$ cat config.mk
export PLATFORM = sky130hd
export DESIGN_NAME = ysyx_25020047_lsu_ctrl
export DESIGN_NICKNAME = d
export VERILOG_FILES = /design/src/rtl/ysyx_25020047_lsu_ctrl.sv
export SDC_FILE = /design/constraint.sdc
export NUM_CORES = 1
export LEC_CHECK = 0
export ABC_AREA = 1
export CAP_MARGIN = 25
export CORE_UTILIZATION = 44
export DETAILED_ROUTE_END_ITERATION = 12
export GPL_TIMING_DRIVEN = 0
export PLACE_DENSITY = 0.8
export SETUP_SLACK_MARGIN = 0.15
export SLEW_MARGIN = 10
export SYNTH_ARGS = -nofsm -noshare
export SYNTH_HDL_FRONTEND = slang
export SYNTH_SLANG_ARGS = --single-unit
$ cat constraint.sdc
create_clock -name clk -period 1.9 [get_ports clk]
set_input_delay 0.38 -clock clk [delete_from_list [all_inputs] [get_ports clk]]
set_output_delay 0.38 -clock clk [all_outputs]
set_load 0.01 [all_outputs]
$ cat src/rtl/ysyx_25020047_lsu_ctrl.sv
// Load/store unit: one-outstanding request/response FSM toward a handshaked data-memory port.
// Optional watchdog enabled by defining LSU_TIMEOUT_EN.
module ysyx_25020047_lsu_ctrl #(
  parameter int XLEN           = 32,
  parameter int ADDR_W         = 32,
  parameter int TIMEOUT_CYCLES = 255
) (
  input  logic              clk,
  input  logic              rst_n,
  input  logic              req_valid,
  output logic              req_ready,
  input  logic              req_we,
  input  logic [1:0]        req_size,
  input  logic              req_unsigned,
  input  logic [ADDR_W-1:0] req_addr,
  input  logic [XLEN-1:0]   req_wdata,
  output logic              resp_valid,
  input  logic              resp_ready,
  output logic [XLEN-1:0]   resp_rdata,
  output logic              resp_err,
  output logic              mem_req_valid,
  input  logic              mem_req_ready,
  output logic              mem_we,
  output logic [ADDR_W-1:0] mem_addr,
  output logic [XLEN-1:0]   mem_wdata,
  output logic [XLEN/8-1:0] mem_wmask,
  input  logic              mem_resp_valid,
  input  logic [XLEN-1:0]   mem_rdata
);

  localparam int STRB  = XLEN / 8;
  localparam int OFF_W = $clog2(STRB);

  localparam logic [1:0] S_IDLE = 2'd0;
  localparam logic [1:0] S_REQ  = 2'd1;
  localparam logic [1:0] S_WAIT = 2'd2;
  localparam logic [1:0] S_RESP = 2'd3;

  logic [1:0]       state;
  logic             lat_we;
  logic             lat_unsigned;
  logic [1:0]       lat_size;
  logic [OFF_W-1:0] lat_off;

  logic [OFF_W-1:0] req_off;
  logic             req_legal;
  logic [3:0]       size_bytes;
  logic [STRB-1:0]  st_mask;
  logic [XLEN-1:0]  st_data;
  logic [6:0]       load_bits;
  logic [XLEN-1:0]  keep_mask;
  logic [XLEN-1:0]  msb_mask;
  logic [XLEN-1:0]  lane;
  logic             load_sign;
  logic [XLEN-1:0]  load_val;
  logic             timeout;

  assign req_ready     = (state == S_IDLE);
  assign resp_valid    = (state == S_RESP);
  assign mem_req_valid = (state == S_REQ);
  assign req_off       = req_addr[OFF_W-1:0];

  always_comb begin
    case (req_size)
      2'd0:    req_legal = 1'b1;
      2'd1:    req_legal = ~req_addr[0];
      2'd2:    req_legal = (req_addr[1:0] == 2'b00);
      default: req_legal = (XLEN == 64) && (req_addr[2:0] == 3'b000);
    endcase
  end

  // Store lanes: a size-wide strobe and data moved up to the byte offset inside the word.
  always_comb begin
    size_bytes = 4'd1 << req_size;
    st_mask    = ~({STRB{1'b1}} << size_bytes) << req_off;
    st_data    = req_wdata << {req_off, 3'b000};
  end

  // Shifts past the datapath width yield zero, so full-width loads get an all-ones keep mask.
  always_comb begin
    load_bits = 7'd8 << lat_size;
    keep_mask = ~({XLEN{1'b1}} << load_bits);
    msb_mask  = keep_mask & ~(keep_mask >> 1);
    lane      = mem_rdata >> {lat_off, 3'b000};
    load_sign = ~lat_unsigned & (|(lane & msb_mask));
    load_val  = (lane & keep_mask) | (load_sign ? ~keep_mask : '0);
  end

`ifdef LSU_TIMEOUT_EN
  logic [31:0] timer;

  always_ff @(posedge clk or negedge rst_n) begin
    if (!rst_n) begin
      timer <= '0;
    end else if (state == S_IDLE) begin
      timer <= '0;
    end else if (state == S_REQ || state == S_WAIT) begin
      timer <= timer + 32'd1;
    end
  end

  assign timeout = (timer >= 32'(TIMEOUT_CYCLES - 1));
`else
  assign timeout = 1'b0;
`endif

  always_ff @(posedge clk or negedge rst_n) begin
    if (!rst_n) begin
      state        <= S_IDLE;
      lat_we       <= 1'b0;
      lat_unsigned <= 1'b0;
      lat_size     <= 2'd0;
      lat_off      <= '0;
      resp_rdata   <= '0;
      resp_err     <= 1'b0;
      mem_we       <= 1'b0;
      mem_addr     <= '0;
      mem_wdata    <= '0;
      mem_wmask    <= '0;
    end else begin
      case (state)
        S_IDLE: begin
          if (req_valid) begin
            lat_we       <= req_we;
            lat_unsigned <= req_unsigned;
            lat_size     <= req_size;
            lat_off      <= req_off;
            resp_rdata   <= '0;
            resp_err     <= ~req_legal;
            if (req_legal) begin
              mem_we    <= req_we;
              mem_addr  <= {req_addr[ADDR_W-1:OFF_W], {OFF_W{1'b0}}};
              mem_wdata <= req_we ? st_data : '0;
              mem_wmask <= req_we ? st_mask : '0;
              state     <= S_REQ;
            end else begin
              state <= S_RESP;
            end
          end
        end
        S_REQ: begin
          if (mem_req_ready) begin
            state <= S_WAIT;
          end else if (timeout) begin
            resp_err <= 1'b1;
            state    <= S_RESP;
          end
        end
        S_WAIT: begin
          if (mem_resp_valid) begin
            resp_rdata <= lat_we ? '0 : load_val;
            state      <= S_RESP;
          end else if (timeout) begin
            resp_err <= 1'b1;
            state    <= S_RESP;
          end
        end
        default: begin
          if (resp_ready) begin
            state <= S_IDLE;
          end
        end
      endcase
    end
  end

endmodule

# ---- Word level (Yosys, flattened, before mapping)
# Cells that the tools add are included.
dict set report op_classes {
  eq_ne 8
  shift 7
  muxes 14
  n_bitwise 12
  n_reduce_logical 10
}
# op n
set op_table {}
lappend op_table {{$mux W32} 5}
lappend op_table {{$and A32 B32 Y32} 3}
lappend op_table {{$not A32 Y32} 2}
lappend op_table {{$pmux W32 S2} 1}
lappend op_table {{$not A31 Y32} 1}
lappend op_table {{$or A32 B32 Y32} 1}
lappend op_table {{$reduce_or A32 Y1} 1}
lappend op_table {{$shl A32 B5 Y32} 1}
lappend op_table {{$shl A32 B7 Y32 const A} 1}
lappend op_table {{$shr A32 B5 Y32} 1}
lappend op_table {{$mux W2} 5}
lappend op_table {{$shl A4 B2 Y7 const A} 1}
lappend op_table {{$eq A2 B2 Y1 const B} 3}
lappend op_table {{$logic_not A2 Y1} 3}
lappend op_table {{$pmux W2 S3} 1}
lappend op_table {{$reduce_and A3 Y1} 2}
lappend op_table {{$eq A2 B1 Y1 const B} 2}
lappend op_table {{$mux W4} 1}
lappend op_table {{$ne A2 B2 Y1 const B} 2}
lappend op_table {{$not A4 Y4} 1}
lappend op_table {{$reduce_and A4 Y1} 1}
lappend op_table {{$reduce_bool A4 Y1} 1}
lappend op_table {{$shl A1 B2 Y4 const A} 1}
lappend op_table {{$shl A4 B2 Y4} 1}
lappend op_table {{7 further kinds} 9}
dict set report totals {
  reg_bits 108
  in_bits 106
  output_inout_bits 105
  word_cells 62
}

# ---- Longest topological paths before layout
# Gate-level depths: netlist (run 1).
dict set report logic_depth {
  depth_word 13
  ltp_mapped 12
  depth_no_buf 10
}

# ---- Least setup slack after synthesis (run 1)
# No wires, ideal clock.
dict set report synth_timing {
  kind {flip-flop to flip-flop}
  from {reg state[0]}
  to {reg mem_wdata[31]}
  setup_ns 0.121
  t_arrival_ns 1.595
  required_time_ns 1.779
  slack_ns 0.185
  path_stages_with_launch 9
  n_path_buf 1
  period_less_slack_ns 1.715
  cell_sequence {dfrtp_1 inv_1 ha_1 nand2_2 clkinv_1 nand2_1 nor2_8 buf_6 a22o_1}
}
dict set report synth_between {
  elab_chain_len 2
}
# item line
set synth_lines {}
lappend synth_lines {{start: declaration} 39} ;# logic [1:0] state;
lappend synth_lines {{start signal: assignment} 109} ;# state <= S_IDLE;
lappend synth_lines {{start signal: assignment} 135} ;# state <= S_REQ;
lappend synth_lines {{start signal: assignment} 137} ;# state <= S_RESP;
lappend synth_lines {{$logic_not A2 Y1} --}
lappend synth_lines {{via req_ready} 11} ;# output logic req_ready,
lappend synth_lines {{$reduce_and A3 Y1 (no line)} --}
lappend synth_lines {{end signal: assignment} 133} ;# mem_wdata <= req_we ? st_data : '0;
lappend synth_lines {{end: declaration} 25} ;# output logic [XLEN-1:0] mem_wdata,
# The timed path passes the listed nets, and every way through them passes these cells.
# A chain may end at the register's enable or synchronous reset.

# ---- Worst setup path after layout (run 1)
dict set report layout_timing {
  from {reg state[0]}
  to {out req_ready}
}
dict set report layout_between {
  elab_chain_len 1
}
# item line
set layout_lines {}
lappend layout_lines {{$logic_not A2 Y1} 58} ;# assign req_ready = (state == S_IDLE);
lappend layout_lines {{end: declaration} 11}
# Every way passes these cells.

==> results.json, run 1 <==
{
  "grt_use_total_pct": 27.8,
  "yosysTopAreaCell": "dfrtp_1",
  "slowest_delay_ns": 0.44,
  "rsz0062_at_grt": "true",
  "io_pins": 211,
  "power.share.combinational_pct": 50.8,
  "outcome": "finished clean",
  "critPathMaxFanout": 4,
  "core_um2": 12200,
  "synthCells": 717,
  "drtPass1Iterations": 5,
  "finish.utilization_pct": 68.8,
  "holdPathStages": 2,
  "min_period_over_period_pct": 91.7,
  "regToRegSetupSlack_ns": 0.19,
  "synth_area_um2": 5590,
  "switching_share_pct": 39.2,
  "die_h_um": 115,
  "r2r-start": "state[0]",
  "finalMaxSlewViolations": 0,
  "ys_ff_latch": 108,
  "start_util_pct": 45.8,
  "seqPwrFrac_pct": 32.2,
  "dr_total_vias": 5605,
  "seq_area_frac_synth_pct": 48.3,
  "synth_common_cells": "320 x nand2_1, 108 x dfrtp_1, 45 x inv_1, 37 x nand3_1, 37 x o21ai_0",
  "cp.required_ns": 1.52,
  "antenna_cells": 0,
  "io_buffers": 207,
  "period_minus_slack_ns": 1.74,
  "clock-sinks": 108,
  "synth_edf_count": 0,
  "ir_drop_v": 0.000825,
  "whs_endpoint": "mem_addr[2]",
  "cp.arrival_ns": 1.36,
  "yosysTopAreaCellShare_pct": 48.3,
  "crit_slowest_cell": "dfrtp_1",
  "cts_buffer_depth": 2,
  "cts-root-buf": "clkbuf_16",
  "grt_max_degree": 71,
  "dieArea_um2": 13200,
  "clk_latency_ns": 0.36,
  "worst_slew_pin_slew_ns": 0.507,
  "p_total_uw": 11900,
  "synth-warning-count": 0,
  "p_leak_uw": 0.00419,
  "synth_cell_types": 37,
  "powerDensity_nw_per_um2": 1410,
  "r2r_end": "resp_rdata[23]",
  "fill_cells": 1039,
  "crit_chain": "inv_2 -> ha_4 -> dlygate4sd2_1",
  "gp_congestion": 0.952,
  "wl_per_cell_um": 15.9,
  "overflow": 0,
  "p_sw_uw": 4640,
  "hp-start": "mem_addr[2]",
  "rr_worst_depth": 9,
  "syn_area_per_cell_um2": 7.80,
  "slew_headroom_pct": 66.2,
  "cts_tree": "built",
  "routed_via_density": 4.99,
  "critPathKind": "register to output pin",
  "grt_pass1_wl_mm": 27.8,
  "start_kind": "register",
  "drt-total-wl_mm": 17.9,
  "cts_made_buffers": 9,
  "cap_violations": 0,
  "nets": 1061,
  "drtIter0Drc": 316,
  "p_int_uw": 7210,
  "synth-main-ff-cell": "dfrtp_1",
  "endpoint_kind": "output pin",
  "antenna_found_initial": 0,
  "final.setup_skew_ns": 0.00841,
  "num_rows": 40,
  "drive_gt1_share_pct": 11.3,
  "grt_pass1_vias": 5508,
  "synthMostInstantiatedCell": "nand2_1",
  "final-hold-violation-count": 0,
  "pwr-share-clk_pct": 17.0,
  "drtAntennaViolNets": 0,
  "max_freq_ghz": 0.574,
  "htree_levels": 3,
  "area_growth_pct": 50.3,
  "yosys-top-cells-area": "dfrtp_1 48%, nand2_1 21%, nand3_1 3.3%, o21ai_0 3.3%, inv_1 3.0%",
  "drc_errors": 0,
  "die_w_um": 115,
  "path_clk_slew_ns": 0.08,
  "hp-class": "register to register",
  "post-dp-hpwl_mm": 13.0,
  "async_flop_share_pct": 100,
  "setup_violations": 0
}
==> cell families after synthesis <==
family	after synthesis	share of synthesized area, %
AO/OA/AOI/OAI	110	13.1
adder cells (fa/ha/maj)	5	1.12
buffers and inverters	94	8.52
other	1	0.0670
AND/OR/NAND/NOR	399	28.9
flip-flops	108	48.3
==> stage by stage <==
step                      instances  TNS, ns  setup WS, ns  instance area, µm²  hold slack (ns)
after detailed placement       1094    -7.57        -0.191                7910            0.308
after CTS                      1116        0         0.116                8310            0.472
after global placement         1093  -413.24         -3.77                7880            0.461
after floorplan                 718        0         0.185                5600           0.0844
final                          1123        0         0.158                8410            0.481
after global routing           1123        0        0.0977                8410            0.499
==> area by class of cell <==
cell class	instances	area, µm²	area share, %
clock inverter	6	76.3	0.908
inverter	54	218	2.59
clock buffer	10	239	2.84
sequential	108	2700	32.2
multi-input combinational	517	2480	29.5
buffer	40	280	3.33
timing repair buffer	220	2190	26.1
tap	168	210	2.50
==> worst max-delay path by stage <==
stage / start / end / slack (ns) / depth (start not counted)
CTS: state[1] / req_ready / 0.12 / 3
global placement: rst_n / mem_addr[13] / -3.77 / 1
detailed placement: req_valid / mem_we / -0.19 / 8
finish: state[0] / req_ready / 0.16 / 3
floorplan: state[0] / mem_wdata[31] / 0.18 / 8
global route: state[0] / resp_rdata[8] / 0.1 / 9
==> power by group through the flow <==
stage | Clock (µW) | Combinational [µW] | Sequential, µW
after detailed placement | 0 | 5720 | 3810
after global placement | 0 | 5630 | 3790
after CTS | 2050 | 5870 | 3800
after floorplan | 0 | 2570 | 4120
final | 2020 | 6020 | 3820
after global routing | 2140 | 6580 | 3900
==> state kept, by name, indices dropped and copies added, names as in the netlist <==
| signal | count |
|---|---|
| lat_we | 1 |
| lat_unsigned | 1 |
| lat_off | 2 |
| mem_addr | 30 |
| mem_we | 1 |
| state | 2 |
| lat_size | 2 |
| mem_wdata | 32 |
| mem_wmask | 4 |
| resp_err | 1 |
| resp_rdata | 32 |
==> cells in the final DEF (no fill, tap or decap), types with 2 or more instances in the layout <==
cell	instances
a21oi_1	25
o211ai_1	14
inv_6	3
ha_1	3
dfrtp_1	107
inv_4	3
clkbuf_16	9
a32oi_1	7
nand3_1	37
nand2_4	3
o21ai_0	37
ha_4	2
nand2_2	2
o21ai_4	2
a22o_1	2
inv_2	8
inv_8	2
o21ai_2	17
clkdlybuf4s50_1	202
conb_1	2
o211a_1	3
clkbuf_1	6
nor2_1	31
inv_1	41
clkdlybuf4s15_1	2
buf_6	12
nand2_1	319
buf_4	19
buf_2	14
==> worst max-delay path, delay by kind of cell, from the launching register on <==
kind                     cells  cell delay, ns
buffers and inverters        2            0.41
adder cells (fa/ha/maj)      1            0.17
flip-flops                   1            0.44
==> metal layers <==
layer	vias to the layer above	wire length [µm]	global-route usage (%)
met2	268	8230	45.7
li1	2734	-	-
met5	-	0	0
met4	0	518	11.9
met1	2570	7370	33.5
met3	33	1780	9.28
==> timing repair <==
| item | 4_1_cts | 5_1_grt |
|---|---|---|
| hold endpoints to repair | 38 | 0 |
| pin swaps | 1 | 3 |
| cloned | 1 | 1 |
| hold buffers | 1 | 0 |
| buffers inserted | 4 | 6 |
| gates resized for setup | 15 | 15 |
| setup endpoints to repair | 103 | 99 |
Power figures use the tool's default switching activity.
==> run 2: changes to the inputs <==
--- a/config.mk
+++ b/config.mk
@@ -9,7 +9,6 @@
 export CAP_MARGIN = 25
 export CORE_UTILIZATION = 44
 export DETAILED_ROUTE_END_ITERATION = 12
-export GPL_TIMING_DRIVEN = 0
 export PLACE_DENSITY = 0.8
 export SETUP_SLACK_MARGIN = 0.15
 export SLEW_MARGIN = 10
==> results.json, run 2 (synthesis gave the netlist of run 1 again) <==
{
  "grt_use_total_pct": 26.0,
  "reg_top3": "mem_wdata: 32 flops, resp_rdata: 32 flops, mem_addr: 30 flops",
  "hp-class": "input port to async pin",
  "core_um2": 12200,
  "grt_pass1_vias": 5267,
  "antenna_cells": 0,
  "final-hold-violation-count": 0,
  "clock-sinks": 108,
  "fin_area_um2": 8390,
  "critPathMaxFanout": 2,
  "p_int_uw": 7320,
  "period_minus_slack_ns": 1.71,
  "endpoint_kind": "output pin",
  "drtPass1Iterations": 5,
  "crit_slowest_cell": "clkdlybuf4s50_1",
  "cts_tree": "built",
  "io_pins": 211,
  "gp_congestion": 0.929,
  "crit_buf_inv": 1,
  "path_clk_slew_ns": 0.07,
  "layout_setup_ws_ns": 0.195,
  "outcome": "finished clean",
  "die_w_um": 115,
  "area_growth_pct": 50.0,
  "pwr-share-clk_pct": 17.3,
  "finalMaxSlewViolations": 0,
  "critPathKind": "register to output pin",
  "seqPwrFrac_pct": 32.3,
  "p_leak_uw": 0.00417,
  "switching_share_pct": 37.7,
  "critical_path.top_delay_family": "buffers and inverters",
  "drtAntennaViolNets": 0,
  "dpl-instance-area_um2": 8000,
  "cp.arrival_ns": 1.33,
  "grt_max_degree": 53,
  "cts_buffer_depth": 2,
  "io_buffers": 208,
  "drc_errors": 0,
  "ir_drop_v": 0.000868,
  "final_common_cell": "nand2_1",
  "clk_latency_ns": 0.36,
  "rsz0062_at_grt": "true",
  "dieArea_um2": 13200,
  "htree_levels": 3,
  "cap_violations": 0,
  "p_sw_uw": 4440,
  "start_util_pct": 45.8,
  "wl_per_cell_um": 14.9,
  "finish.utilization_pct": 68.7,
  "overflow": 0,
  "final.setup_skew_ns": 0.00779,
  "crit_chain": "clkdlybuf4s50_1",
  "num_rows": 40,
  "p_total_uw": 11800,
  "max_freq_ghz": 0.586,
  "die_h_um": 115,
  "drt-total-wl_mm": 16.6,
  "drtIter0Drc": 526,
  "cts-root-buf": "clkbuf_16",
  "nets": 1053,
  "start_kind": "register",
  "post-place-ws_ns": -0.149,
  "slowest_delay_ns": 0.56,
  "drive_gt1_share_pct": 10.9,
  "min_period_over_period_pct": 89.7,
  "antenna_found_initial": 0,
  "setup_violations": 0,
  "dr_total_vias": 5569,
  "cts_made_buffers": 9,
  "grt_pass1_wl_mm": 26.2,
  "power.share.combinational_pct": 50.4,
  "cp.required_ns": 1.52,
  "routed_via_density": 4.99,
  "mostFrequentLayoutCells": "318 x nand2_1, 203 x clkdlybuf4s50_1, 107 x dfrtp_1, 43 x inv_1",
  "powerDensity_nw_per_um2": 1400,
  "post-dp-hpwl_mm": 12.0
}
run 2: cell types whose count changed in the layout (fill, tap and decap cells not counted), sizes merged:
cell / previous run / this run
clkbuf: 16 / 13
clkinv: 2 / 4
dlygate4sd2: 1 / 0
clkdlybuf4s50: 202 / 203
clkinvlp: 0 / 1
buf: 47 / 44
nand3: 39 / 38
bufinv: 1 / 2
inv: 57 / 52
run 2: per-stage QoR:
step	setup TNS, ns	cells	hold WS (ns)
after floorplan	0	718	0.0844
after global placement	-4.17	1096	0.209
after detailed placement	-5.56	1096	0.207
after CTS	0	1113	0.375
after global routing	0	1115	0.380
final	0	1115	0.383
run 2: worst paths after layout:
path | slack (ns) | start | endpoint | cells past startpoint
max in group asynchronous | 1.01 | rst_n | lat_off[0] | 3
min in group clk | 0.48 | resp_rdata[29] | resp_rdata[29] | 2
worst min-delay path | 0.38 | rst_n | resp_rdata[2] | 2
worst max register to register | 0.28 | state[1] | resp_rdata[4] | 9
worst min register to register | 0.48 | resp_rdata[29] | resp_rdata[29] | 2
worst max-delay path | 0.19 | mem_wdata[19] | mem_wdata[19] | 1
run 2: repair_timing:
action,4_1_cts,5_1_grt
gates cloned,0,1
pin swaps,0,1
setup endpoints to repair,60,90
setup buffers,0,1
gates resized for setup,7,13
hold buffers,1,0
endpoints found under the hold margin,4,0
run 2: power groups by stage:
stage                     logic, µW  clock network, µW  registers [µW]
after floorplan                2570                  0            4120
after global placement         5680                  0            3820
after detailed placement       5780                  0            3810
after CTS                      5810               2080            3810
after global routing           6540               2180            3910
final                          5920               2040            3800
run 2: layout make-up:
class | instances | area, µm²
clock buffer | 11 | 233
clock inverter | 5 | 85.1
fill | 1045 | 3820
inverter | 54 | 216
multi-input combinational | 516 | 2440
sequential | 108 | 2700
tap | 168 | 210
timing repair buffer | 253 | 2500
run 2: worst register-to-register path, cell delays in order (launching register included):
cell and delay, ns:
dfrtp_1 0.41, inv_2 0.08, ha_4 0.18, inv_1 0.09, o22ai_2 0.09, buf_4 0.14, nor3_2 0.16, buf_4 0.19
o211ai_1 0.13, nand2_1 0.08
run 2: metal layers:
layer	up-vias	routed length [µm]	global-route usage, %
met5	-	0	0
met4	0	288	8.48
met3	24	1480	7.59
met2	260	7900	43.4
met1	2563	6970	32.6
li1	2722	-	-
